[config.mk]
export PLATFORM = sky130hd
export DESIGN_NAME = pulse_gen_multi
export DESIGN_NICKNAME = d
export VERILOG_FILES = /design/src/rtl/pulse_gen_multi.sv
export SDC_FILE = /design/constraint.sdc
export NUM_CORES = 1
export LEC_CHECK = 0
export CAP_MARGIN = 20
export CORE_UTILIZATION = 37
export DETAILED_ROUTE_END_ITERATION = 8
export SETUP_SLACK_MARGIN = 0.4
export SYNTH_ARGS = -nofsm -noshare
export SYNTH_HDL_FRONTEND = slang
export SYNTH_SLANG_ARGS = --single-unit
[constraint.sdc]
create_clock -name clk -period 5.1 [get_ports clk]
set_input_delay 1.02 -clock clk [delete_from_list [all_inputs] [get_ports clk]]
set_output_delay 1.02 -clock clk [all_outputs]
set_load 0.005 [all_outputs]
[src/rtl/pulse_gen_multi.sv]
// Multi-channel programmable pulse generator. Each channel has a period and a high
// time; new settings are shadowed and only take effect at a wrap, a disable or sync.

module pulse_gen_ch #(
    parameter int CW      = 16,
    parameter int DEF_DIV = 250
) (
    input  logic          clk,
    input  logic          reset,
    input  logic          en,
    input  logic          sync,
    input  logic          wr,
    input  logic [CW-1:0] wr_div,
    input  logic [CW-1:0] wr_hi,
    output logic          pending,
    output logic          pulse
);
    localparam logic [CW-1:0] RST_DIV = CW'(DEF_DIV);
    localparam logic [CW-1:0] ONE     = CW'(1);

    logic [CW-1:0] div_q, div_d, hi_q, hi_d;
    logic [CW-1:0] sdiv_q, sdiv_d, shi_q, shi_d;
    logic [CW-1:0] cnt_q, cnt_d, wcnt_q, wcnt_d;
    logic          pend_q, pend_d, pulse_q, pulse_d;
    logic [CW-1:0] eff_div, eff_hi, hi_len;
    logic          wrap;

    // Values that will be active after this edge if it is an apply point.
    assign eff_div = pend_q ? sdiv_q : div_q;
    assign eff_hi  = pend_q ? shi_q : hi_q;
    assign hi_len  = (eff_hi < eff_div) ? eff_hi : eff_div;
    assign wrap    = (cnt_q == div_q - ONE);

    always_comb begin
        div_d   = div_q;
        hi_d    = hi_q;
        sdiv_d  = sdiv_q;
        shi_d   = shi_q;
        pend_d  = pend_q;
        cnt_d   = cnt_q;
        wcnt_d  = wcnt_q;
        pulse_d = pulse_q;
        if (sync || !en) begin
            cnt_d   = '0;
            wcnt_d  = '0;
            pulse_d = 1'b0;
            div_d   = eff_div;
            hi_d    = eff_hi;
            pend_d  = 1'b0;
        end else if (wrap) begin
            cnt_d   = '0;
            div_d   = eff_div;
            hi_d    = eff_hi;
            pend_d  = 1'b0;
            pulse_d = (eff_hi != '0);
            wcnt_d  = (eff_hi != '0) ? hi_len - ONE : '0;
        end else begin
            cnt_d = cnt_q + ONE;
            if (wcnt_q != '0) begin
                wcnt_d  = wcnt_q - ONE;
                pulse_d = 1'b1;
            end else begin
                pulse_d = 1'b0;
            end
        end
        // A write is only accepted while nothing is pending, so it never
        // collides with an apply on the same edge.
        if (wr) begin
            sdiv_d = wr_div;
            shi_d  = wr_hi;
            pend_d = 1'b1;
        end
    end

    always_ff @(posedge clk) begin
        if (reset) begin
            div_q   <= RST_DIV;
            hi_q    <= ONE;
            sdiv_q  <= RST_DIV;
            shi_q   <= ONE;
            pend_q  <= 1'b0;
            cnt_q   <= '0;
            wcnt_q  <= '0;
            pulse_q <= 1'b0;
        end else begin
            div_q   <= div_d;
            hi_q    <= hi_d;
            sdiv_q  <= sdiv_d;
            shi_q   <= shi_d;
            pend_q  <= pend_d;
            cnt_q   <= cnt_d;
            wcnt_q  <= wcnt_d;
            pulse_q <= pulse_d;
        end
    end

    assign pending = pend_q;
    assign pulse   = pulse_q;
endmodule

module pulse_gen_multi #(
    parameter int  NCH     = 4,
    parameter int  CW      = 16,
    parameter int  DEF_DIV = 250,
    localparam int CHW     = (NCH > 1) ? $clog2(NCH) : 1
) (
    input  logic           clk,
    input  logic           reset,
    input  logic [NCH-1:0] en,
    input  logic           sync,
    input  logic           cfg_valid,
    output logic           cfg_ready,
    input  logic [CHW-1:0] cfg_ch,
    input  logic [CW-1:0]  cfg_div,
    input  logic [CW-1:0]  cfg_hi,
    output logic           cfg_err,
    output logic [NCH-1:0] pulse
);
    logic [NCH-1:0] pend, wr_sel;
    logic           cfg_in_range, cfg_ok, cfg_acc;
    logic           cfg_err_d, cfg_err_q;

    // Out-of-range channels report ready so the bad write is accepted and flagged.
    always_comb begin
        cfg_ready    = 1'b1;
        cfg_in_range = 1'b0;
        for (int i = 0; i < NCH; i++) begin
            if (cfg_ch == CHW'(i)) begin
                cfg_in_range = 1'b1;
                cfg_ready    = ~pend[i];
            end
        end
    end

    assign cfg_ok    = cfg_in_range && (cfg_div != '0);
    assign cfg_acc   = cfg_valid && cfg_ready;
    assign cfg_err_d = cfg_acc && !cfg_ok;

    always_ff @(posedge clk) begin
        if (reset) cfg_err_q <= 1'b0;
        else       cfg_err_q <= cfg_err_d;
    end

    assign cfg_err = cfg_err_q;

    for (genvar g = 0; g < NCH; g++) begin : g_ch
        assign wr_sel[g] = cfg_acc && cfg_ok && (cfg_ch == CHW'(g));
        pulse_gen_ch #(.CW(CW), .DEF_DIV(DEF_DIV)) u_ch (
            .clk     (clk),
            .reset   (reset),
            .en      (en[g]),
            .sync    (sync),
            .wr      (wr_sel[g]),
            .wr_div  (cfg_div),
            .wr_hi   (cfg_hi),
            .pending (pend[g]),
            .pulse   (pulse[g])
        );
    end
endmodule

After elaboration in Yosys (flattened, before gate mapping) --
Cells that the tools add are included.
Word-level totals: flip-flop bits (word level) 393, word-level logic and storage cells 179, output and inout bits 6
Cells by class: eq/ne operators 7, reductions and logical operators 47, $lt $le $gt $ge 4, add/subtract/negate cells 16, mux-type cells 68, bitwise gates (word level) 4
Operators with widths (number):
- 2-to-1 mux 16 bit | 40
- subtractor 16 x 1 -> 16 bit, second input constant | 12
- nonzero test 16 bit | 9
- adder 16 x 1 -> 16 bit, second input constant | 4
- == test 16 bit | 4
- < comparator 16 bit | 4
- 2-to-1 mux 1 bit | 28
- nonzero test 2 bit | 8
- nonzero test 3 bit | 4
- OR reduction 3 bit | 4
- logical AND 1 bit | 8
- OR reduction 2 bit | 4
- zero test 1 bit | 5
- == test 2 bit, second input constant | 2
- logical OR 1 bit | 4
- NOT 1 bit | 4
- == test 2 x 1 -> 1 bit, second input constant | 1
- zero test 2 bit | 1

Depth between registers and ports, before layout --
Gate-level depths: netlist (run 1).
word-level depth 9, mapped depth 26, depth with buffers taken out 17

By module --
Synthesis (run 1) repeated with hierarchy kept, for this count alone.
Unflattened totals: cell total of the unflattened synthesis 2692, area, all modules 23453.7 um^2
Modules (own cells, without submodules):
- pulse_gen_ch at g_ch[0].u_ch ... | cells an instance 662, area an instance 5765.5 um^2, sequential area each 1961.9 um^2, instances 3
- pulse_gen_ch at g_ch[3].u_ch | cells an instance 691, area an instance 6027.0 um^2, sequential area each 1961.9 um^2, instances 1
- pulse_gen_multi | cells an instance 15, area an instance 130.1 um^2, sequential area each 20.0 um^2, instances 1

Worst setup path after synthesis (run 1) --
Ideal clock, no wire load.
kind reg2reg, start register g_ch[2].u_ch.pend_q, end register g_ch[2].u_ch.wcnt_q[14], slack -0.459 ns, stages on the path, launching flop included 23, setup time 0.134 ns, arrival 5.426 ns, buffers on the path 8, required time 4.966 ns, path through dfxtp_1 -> clkbuf_1 -> buf_1 -> clkbuf_1 -> buf_2 -> buf_2 -> mux2_2 -> ha_1 -> o221ai_1 -> a211oi_1 -> nor3_1 -> o31ai_2 -> clkbuf_1 -> clkbuf_1 -> nand2_1 -> o21ai_0 -> ha_1 -> clkbuf_1 -> nand3_1 -> nor3b_1 -> o211ai_1 -> xor2_1 -> o22ai_1
On the way: word-level cells in the longest chain between the ends 6
RTL lines:
- start: declaration | line 24 | logic pend_q, pend_d, pulse_q, pulse_d;
- start signal: assignment | line 90 | pend_q <= pend_d;
- 2-to-1 mux 16 bit * | line 30 | assign eff_hi = pend_q ? shi_q : hi_q;
- net g_ch[2].u_ch.eff_hi[1] | line 25 | logic [CW-1:0] eff_div, eff_hi, hi_len;
- < comparator 16 bit | line 31 | assign hi_len = (eff_hi < eff_div) ? eff_hi : eff_div;
- 2-to-1 mux 16 bit | line 31
- subtractor 16 x 1 -> 16 bit | line 56 | wcnt_d = (eff_hi != '0) ? hi_len - ONE : '0;
- 2-to-1 mux 16 bit * | line 56
- 2-to-1 mux 16 bit * | line 50 | end else if (wrap) begin
- end signal: assignment | line 92 | wcnt_q <= wcnt_d;
- end: declaration | line 23 | logic [CW-1:0] cnt_q, cnt_d, wcnt_q, wcnt_d;
Mark *: on every way through the listed nets, which the timed path passes. The rest lies on a longest branch. A chain may end at the register's enable or synchronous reset.

Worst setup path in the final report (run 1) --
start register g_ch[0].u_ch.pend_q, end register g_ch[0].u_ch.wcnt_q[10]
On the way: word-level cells in the longest chain between the ends 6
RTL lines (line):
- start: declaration | 24
- start signal: assignment | 90
- 2-to-1 mux 16 bit, on equally long branches | 30, 29
- < comparator 16 bit | 31
- 2-to-1 mux 16 bit | 31
- subtractor 16 x 1 -> 16 bit | 56
- 2-to-1 mux 16 bit * | 56
- 2-to-1 mux 16 bit * | 50
- end signal: assignment | 92
- end: declaration | 23
Every way passes the cells marked *; elsewhere a longest branch is shown, timed or not.

==> results.json, run 1 <==
{
  "die_w_um": 252,
  "dpl-instance-area_um2": 24700,
  "outcome": "complete, no violations",
  "min_period_ns": 4.36,
  "p_per_area_nw_per_um2": 427,
  "synth_most_common_cell": "dfxtp_1",
  "maxSlewHeadroom_pct": 23.2,
  "setup_viol": 0,
  "nets": 3018,
  "fin_util_pct": 42.6,
  "cts_tree": "yes",
  "dr.pass1.iters": 5,
  "cts_sinks": 393,
  "grt_max_degree": 84,
  "vias_per_cell": 5.45,
  "synthTopCellsByCount": "dfxtp_1 (393), nor2_1 (370), nand2_1 (368)",
  "fmax_ghz": 0.229,
  "finalPower_uw": 11200,
  "place_ws_ns": 0.527,
  "drive_above_1_share_pct": 8.66,
  "overflow": 0,
  "drt-wirelength-per-cell_um": 18.3,
  "synth_flop_cell": "dfxtp_1",
  "syn-instance-count": 2873,
  "irDropWorstVdd_mv": 0.336,
  "wirelength_um": 69000,
  "start_util_pct": 37.4,
  "worst_ep_arrival_time_ns": 4.88,
  "hold_viol": 0,
  "port_buffers": 47,
  "synth_cell_types": 84,
  "clk_root_buffer_cell": "clkbuf_16",
  "fin_worst_skew_ns": 0.0268,
  "drt-met1-wl_um": 31300,
  "antenna_found_initial": 1,
  "synth-seq-cells": 393,
  "rows": 91,
  "area_growth_pct": 14.0,
  "cts_buffers": 45,
  "yosysWarnings": 0,
  "drc": 0,
  "maxUsedRoutingLayer": "met4",
  "async_flop_share_pct": 0,
  "grt_usage_pct": 21.6,
  "route.met3.wl_um": 3600,
  "rsz0062_at_grt": "true",
  "synth-edff-count": 0,
  "crit_fanout": 17,
  "hpwl_um": 51300,
  "synth-seq-area-share_pct": 34.1,
  "drt-initial-drc-count": 1456,
  "fillers": 6192,
  "die_area_um2": 63400,
  "setup_slack_ns": 0.740,
  "crit_path_start_kind": "flip-flop",
  "hp-class": "reg -> reg",
  "fp.coreArea_um2": 61700,
  "grt_pass1_wl_um": 109000,
  "place_congestion": 0.925,
  "maxCapViolCount": 0,
  "drv_slew": 0,
  "clk_latency_ns": 0.60,
  "postSynthNetCount": 2991,
  "num_vias": 20543,
  "diodes": 0,
  "fp.dieH_um": 252,
  "worstPathRequired_ns": 5.62,
  "synth_top_area_cell": "dfxtp_1",
  "end_kind": "flip-flop",
  "fin_crit_sh_pct": 85.5,
  "syn-mean-instance-area_um2": 8.03,
  "htree_levels": 2,
  "clkSlewWorstSetupHoldPaths_ns": 0.07,
  "worst_slew_pin_slew_ns": 1.12,
  "io_pins": 48,
  "leakage_uw": 0.0104,
  "ant_nets": 0,
  "dr_wl_met2_um": 31800,
  "netlist_area_um2": 23100,
  "critPathKind": "reg -> reg",
  "grt_pass1_vias": 19615,
  "yosys-top-cells-area": "dfxtp_1 (34%), mux2i_1 (8.0%), nor2_1 (6.0%)",
  "fin_setup_tns_ns": 0,
  "cts_buffer_depth": 3,
  "yosysTopAreaCellShare_pct": 34.1,
  "design_area_um2": 26300
}
## worst max-delay path, cell delays in order (launching register included)
cell and delay [ns]:
dfxtp_4 0.51, buf_4 0.26, mux2i_1 0.31, ha_1 0.28, and2_0 0.16, a221o_1 0.35
a211o_1 0.40, nor2_4 0.13, mux4_2 0.54, inv_1 0.07, ha_1 0.17, inv_1 0.07
a2111oi_1 0.38, a31oi_1 0.14, or3b_1 0.40, o211ai_1 0.09
## layer usage
metal | track usage, % | vias up
met3 | 3.21 | 128
li1 | - | 10106
met4 | 8.10 | 0
met2 | 35.7 | 463
met1 | 28.2 | 9846
met5 | 0 | -
## state kept, by name, summed over array words and instances, names as in the netlist
signal             cells
g_ch.u_ch.pending      4
g_ch.u_ch.sdiv_q      64
g_ch.u_ch.cnt_q       64
g_ch.u_ch.pulse        4
cfg_err                1
g_ch.u_ch.hi_q        64
g_ch.u_ch.div_q       64
g_ch.u_ch.wcnt_q      64
g_ch.u_ch.shi_q       64
## worst paths after layout
kind / end / from / depth (start not counted) / slack (ns)
worst max register to register: g_ch[0].u_ch.wcnt_q[10]$_SDFFE_PP0P_ / g_ch[0].u_ch.pending$_SDFFE_PP0P_ / 15 / 0.74
worst min register to register: g_ch[2].u_ch.hi_q[14]$_SDFFE_PP0P_ / g_ch[2].u_ch.hi_q[14]$_SDFFE_PP0P_ / 2 / 0.45
worst max-delay path: g_ch[0].u_ch.wcnt_q[10]$_SDFFE_PP0P_ / g_ch[0].u_ch.pending$_SDFFE_PP0P_ / 15 / 0.74
worst min-delay path: g_ch[2].u_ch.hi_q[14]$_SDFFE_PP0P_ / g_ch[2].u_ch.hi_q[14]$_SDFFE_PP0P_ / 2 / 0.45
## metrics by stage
stage,hold WS [ns],cells
floorplan,0.429,2873
global placement,0.435,3689
detailed placement,0.441,3689
CTS,0.449,3769
global route,0.474,3770
finish,0.449,3770
## area by class of cell
cell class                 count  area (um2)  share of cell area [%]
clock buffer                  59        1270                    4.83
clock inverter                21         335                    1.27
inverter                      85         319                    1.21
multi-input combinational   2237       14300                    54.2
sequential                   393        7880                    30.0
tap                          837        1050                    3.98
timing repair buffer         138        1180                    4.50
## where the power goes
group / total [uW] / internal, uW / switching, uW / leakage [uW]
clock network: 3540 / 2160 / 1370 / 0.000767
registers: 3640 / 3360 / 279 / 0.00319
logic: 4060 / 1750 / 2310 / 0.00644
## placed cells by master (no fill, tap or decap), types with 10 or more instances in the layout
master           Yosys  final
dfxtp_1            393    389
nor3_1             100    100
nor4_1              33     33
or3_1               38     38
a21o_1              14     14
buf_4                7     87
clkbuf_16            0     47
a31oi_1             13     13
nand2b_1            14     14
and2_1              17     17
clkdlybuf4s50_1      0     46
o22ai_1             25     25
and4_1              10     10
a211o_1             10     10
a21oi_1            178    177
nand2_1            368    367
mux2_2              47     47
o21ai_0             87     87
o211ai_1            14     14
nand4_1             34     34
mux2i_1            185    185
and3_1              25     25
xor2_1             111    111
inv_1               83     82
ha_1                76     76
nor2b_1             14     13
nor2_1             370    368
a211oi_1            70     69
nand3_1             93     92
nand3b_1            11     11
xnor2_1            144    144
or4_1               15     15
## cells by family after synthesis
group           share of synthesized area, %
flops                                   34.1
simple gates                            23.9
buf+inv                                 4.33
mux                                     10.8
xor+xnor                                9.78
fa+ha+maj                               4.12
compound gates                          13.0
## timing repair
item                       CTS  global route
hold buffers                 0             0
buffers inserted             0             0
setup endpoints to repair    0            13
resized for setup            0             4
Power figures use the tool's default switching activity.
==> inputs of run 2 (changes only) <==
--- a/config.mk
+++ b/config.mk
@@ -7,8 +7,10 @@
 export LEC_CHECK = 0
 export CAP_MARGIN = 20
 export CORE_UTILIZATION = 37
+export CTS_BUF_LIST = sky130_fd_sc_hd__clkbuf_8 sky130_fd_sc_hd__clkbuf_16
 export DETAILED_ROUTE_END_ITERATION = 8
 export SETUP_SLACK_MARGIN = 0.4
+export SLEW_MARGIN = 30
 export SYNTH_ARGS = -nofsm -noshare
 export SYNTH_HDL_FRONTEND = slang
 export SYNTH_SLANG_ARGS = --single-unit
==> results.json, run 2 (synthesis results as in run 1) <==
{
  "clk_latency_ns": 0.58,
  "vias_per_cell": 5.45,
  "fp.dieH_um": 252,
  "clk_root_buffer_cell": "clkbuf_16",
  "critPathKind": "reg -> reg",
  "fp.coreArea_um2": 61700,
  "grt.busiest_layer": "met2",
  "outcome": "complete, no violations",
  "hpwl_um": 51400,
  "cts_sinks": 393,
  "min_period_ns": 4.32,
  "hp-class": "reg -> reg",
  "cts_setup_buffers": 0,
  "grt_pass1_vias": 19770,
  "drt-initial-drc-count": 1533,
  "grt_util_met1_pct": 28.5,
  "die_w_um": 252,
  "r2r_start": "g_ch[0].u_ch.pending$_SDFFE_PP0P_",
  "rr_worst_depth": 15,
  "hold_buffers": 0,
  "ant_nets": 0,
  "clkSlewWorstSetupHoldPaths_ns": 0.06,
  "min_to": "g_ch[2].u_ch.hi_q[13]$_SDFFE_PP0P_",
  "drc": 0,
  "htree_levels": 2,
  "grt_use_met2_pct": 35.5,
  "cts_buffer_depth": 3,
  "setup_slack_ns": 0.785,
  "die_area_um2": 63400,
  "grt_pass1_wl_um": 109000,
  "diodes": 0,
  "worst_ep_arrival_time_ns": 4.81,
  "rsz0062_at_grt": "true",
  "drive_above_1_share_pct": 8.70,
  "start_util_pct": 37.4,
  "io_pins": 48,
  "overflow": 0,
  "cts_tree": "yes",
  "maxCapViolCount": 0,
  "hold_viol": 0,
  "final_cell_mix": "dfxtp_1 (389), nor2_1 (368), nand2_1 (367)",
  "dr.pass1.iters": 5,
  "cts.repair.resized": 0,
  "leakage_uw": 0.0104,
  "grt_max_degree": 84,
  "wirelength_um": 69100,
  "drv_slew": 0,
  "num_vias": 20543,
  "reg2reg_setup_slack_ns": 0.78,
  "place_ws_ns": 0.580,
  "crit_fanout": 17,
  "p_per_area_nw_per_um2": 420,
  "grt_usage_pct": 21.6,
  "use_met3_pct": 3.16,
  "hold_ws_ns": 0.448,
  "dp_cells": 3689,
  "crit_path_start_kind": "flip-flop",
  "worstPathRequired_ns": 5.60,
  "fin_worst_skew_ns": 0.0206,
  "irDropWorstVdd_mv": 0.277,
  "rr_endpoint": "g_ch[0].u_ch.wcnt_q[10]$_SDFFE_PP0P_",
  "antenna_found_initial": 1,
  "area_growth_pct": 13.7,
  "drt-wirelength-per-cell_um": 18.4,
  "layout.cells.non_filler": 3768,
  "maxSlewHeadroom_pct": 36.0,
  "min-delay-start": "g_ch[2].u_ch.hi_q[13]$_SDFFE_PP0P_",
  "cts_buffers": 45,
  "setup_viol": 0,
  "fin_setup_tns_ns": 0,
  "place_congestion": 0.925,
  "final_common_cell": "dfxtp_1",
  "port_buffers": 47,
  "worst_slew_pin_slew_ns": 0.953,
  "end_kind": "flip-flop",
  "hold_depth": 2,
  "rows": 91,
  "fin_crit_sh_pct": 84.6,
  "nets": 3017,
  "fmax_ghz": 0.232
}
==> run 2: cell count changes in the layout (fill, tap and decap cells not counted), moves of 3 or more <==
cell        before  now
clkinv_2         3    9
clkinvlp_4       6    3
nor3_1         100   97
nor3_2           1    4
bufinv_16        8    5
clkbuf_1         7    0
inv_1           82   89
==> run 2: worst max-delay path by stage <==
stage,start,cells past startpoint,endpoint
floorplan,g_ch[2].u_ch.pending$_SDFFE_PP0P_,21,g_ch[2].u_ch.wcnt_q[14]$_SDFFE_PP0P_
global placement,cfg_div[8],10,g_ch[1].u_ch.shi_q[13]$_SDFFE_PP0P_
detailed placement,cfg_div[8],10,g_ch[1].u_ch.shi_q[13]$_SDFFE_PP0P_
CTS,g_ch[0].u_ch.pending$_SDFFE_PP0P_,17,g_ch[0].u_ch.wcnt_q[10]$_SDFFE_PP0P_
global route,g_ch[1].u_ch.pending$_SDFFE_PP0P_,16,g_ch[1].u_ch.wcnt_q[10]$_SDFFE_PP0P_
finish,g_ch[0].u_ch.pending$_SDFFE_PP0P_,15,g_ch[0].u_ch.wcnt_q[10]$_SDFFE_PP0P_
==> run 2: cell type report <==
| type | instances | area (um2) |
|---|---|---|
| fill | 6198 | 35500 |
| multi-input combinational | 2237 | 14300 |
| sequential | 393 | 7880 |
| clock buffer | 53 | 1260 |
| timing repair buffer | 137 | 1180 |
| tap | 837 | 1050 |
| inverter | 85 | 319 |
| clock inverter | 26 | 262 |
==> run 2: power by group <==
group	total (uW)	internal [uW]	leakage, uW	switching [uW]
registers	3640	3360	0.00319	280
clock network	3340	2000	0.000775	1340
logic	4050	1730	0.00644	2320
total	11000	7090	0.0104	3940
==> run 2: stage by stage <==
| stage | area, um2 | power, uW | util (%) |
|---|---|---|---|
| 2_1_floorplan | 23200 | 6820 | - |
| 3_3_place_gp | 24700 | 7590 | 40.0 |
| 3_5_place_dp | 24700 | 7680 | 40.0 |
| 4_1_cts | 26200 | 11100 | 42.5 |
| 5_1_grt | 26200 | 11800 | 42.5 |
| 6_report | 26200 | 11000 | 42.5 |
==> run 2: routing by layer <==
metal	part of all wire [%]	vias up
li1	-	10099
met1	46	9857
met2	46	467
met3	5.1	120
met4	3.4	0
met5	0	-
==> run 2: worst max-delay path, cell delays in order, from the launching register on <==
cell	delay, ns
dfxtp_4	0.52
buf_4	0.26
mux2i_1	0.30
ha_1	0.28
and2_0	0.16
a221o_1	0.35
a211o_1	0.39
nor2_4	0.13
mux4_2	0.53
inv_1	0.07
ha_1	0.17
inv_1	0.07
a2111oi_1	0.38
a31oi_1	0.15
or3b_1	0.39
o211ai_1	0.09
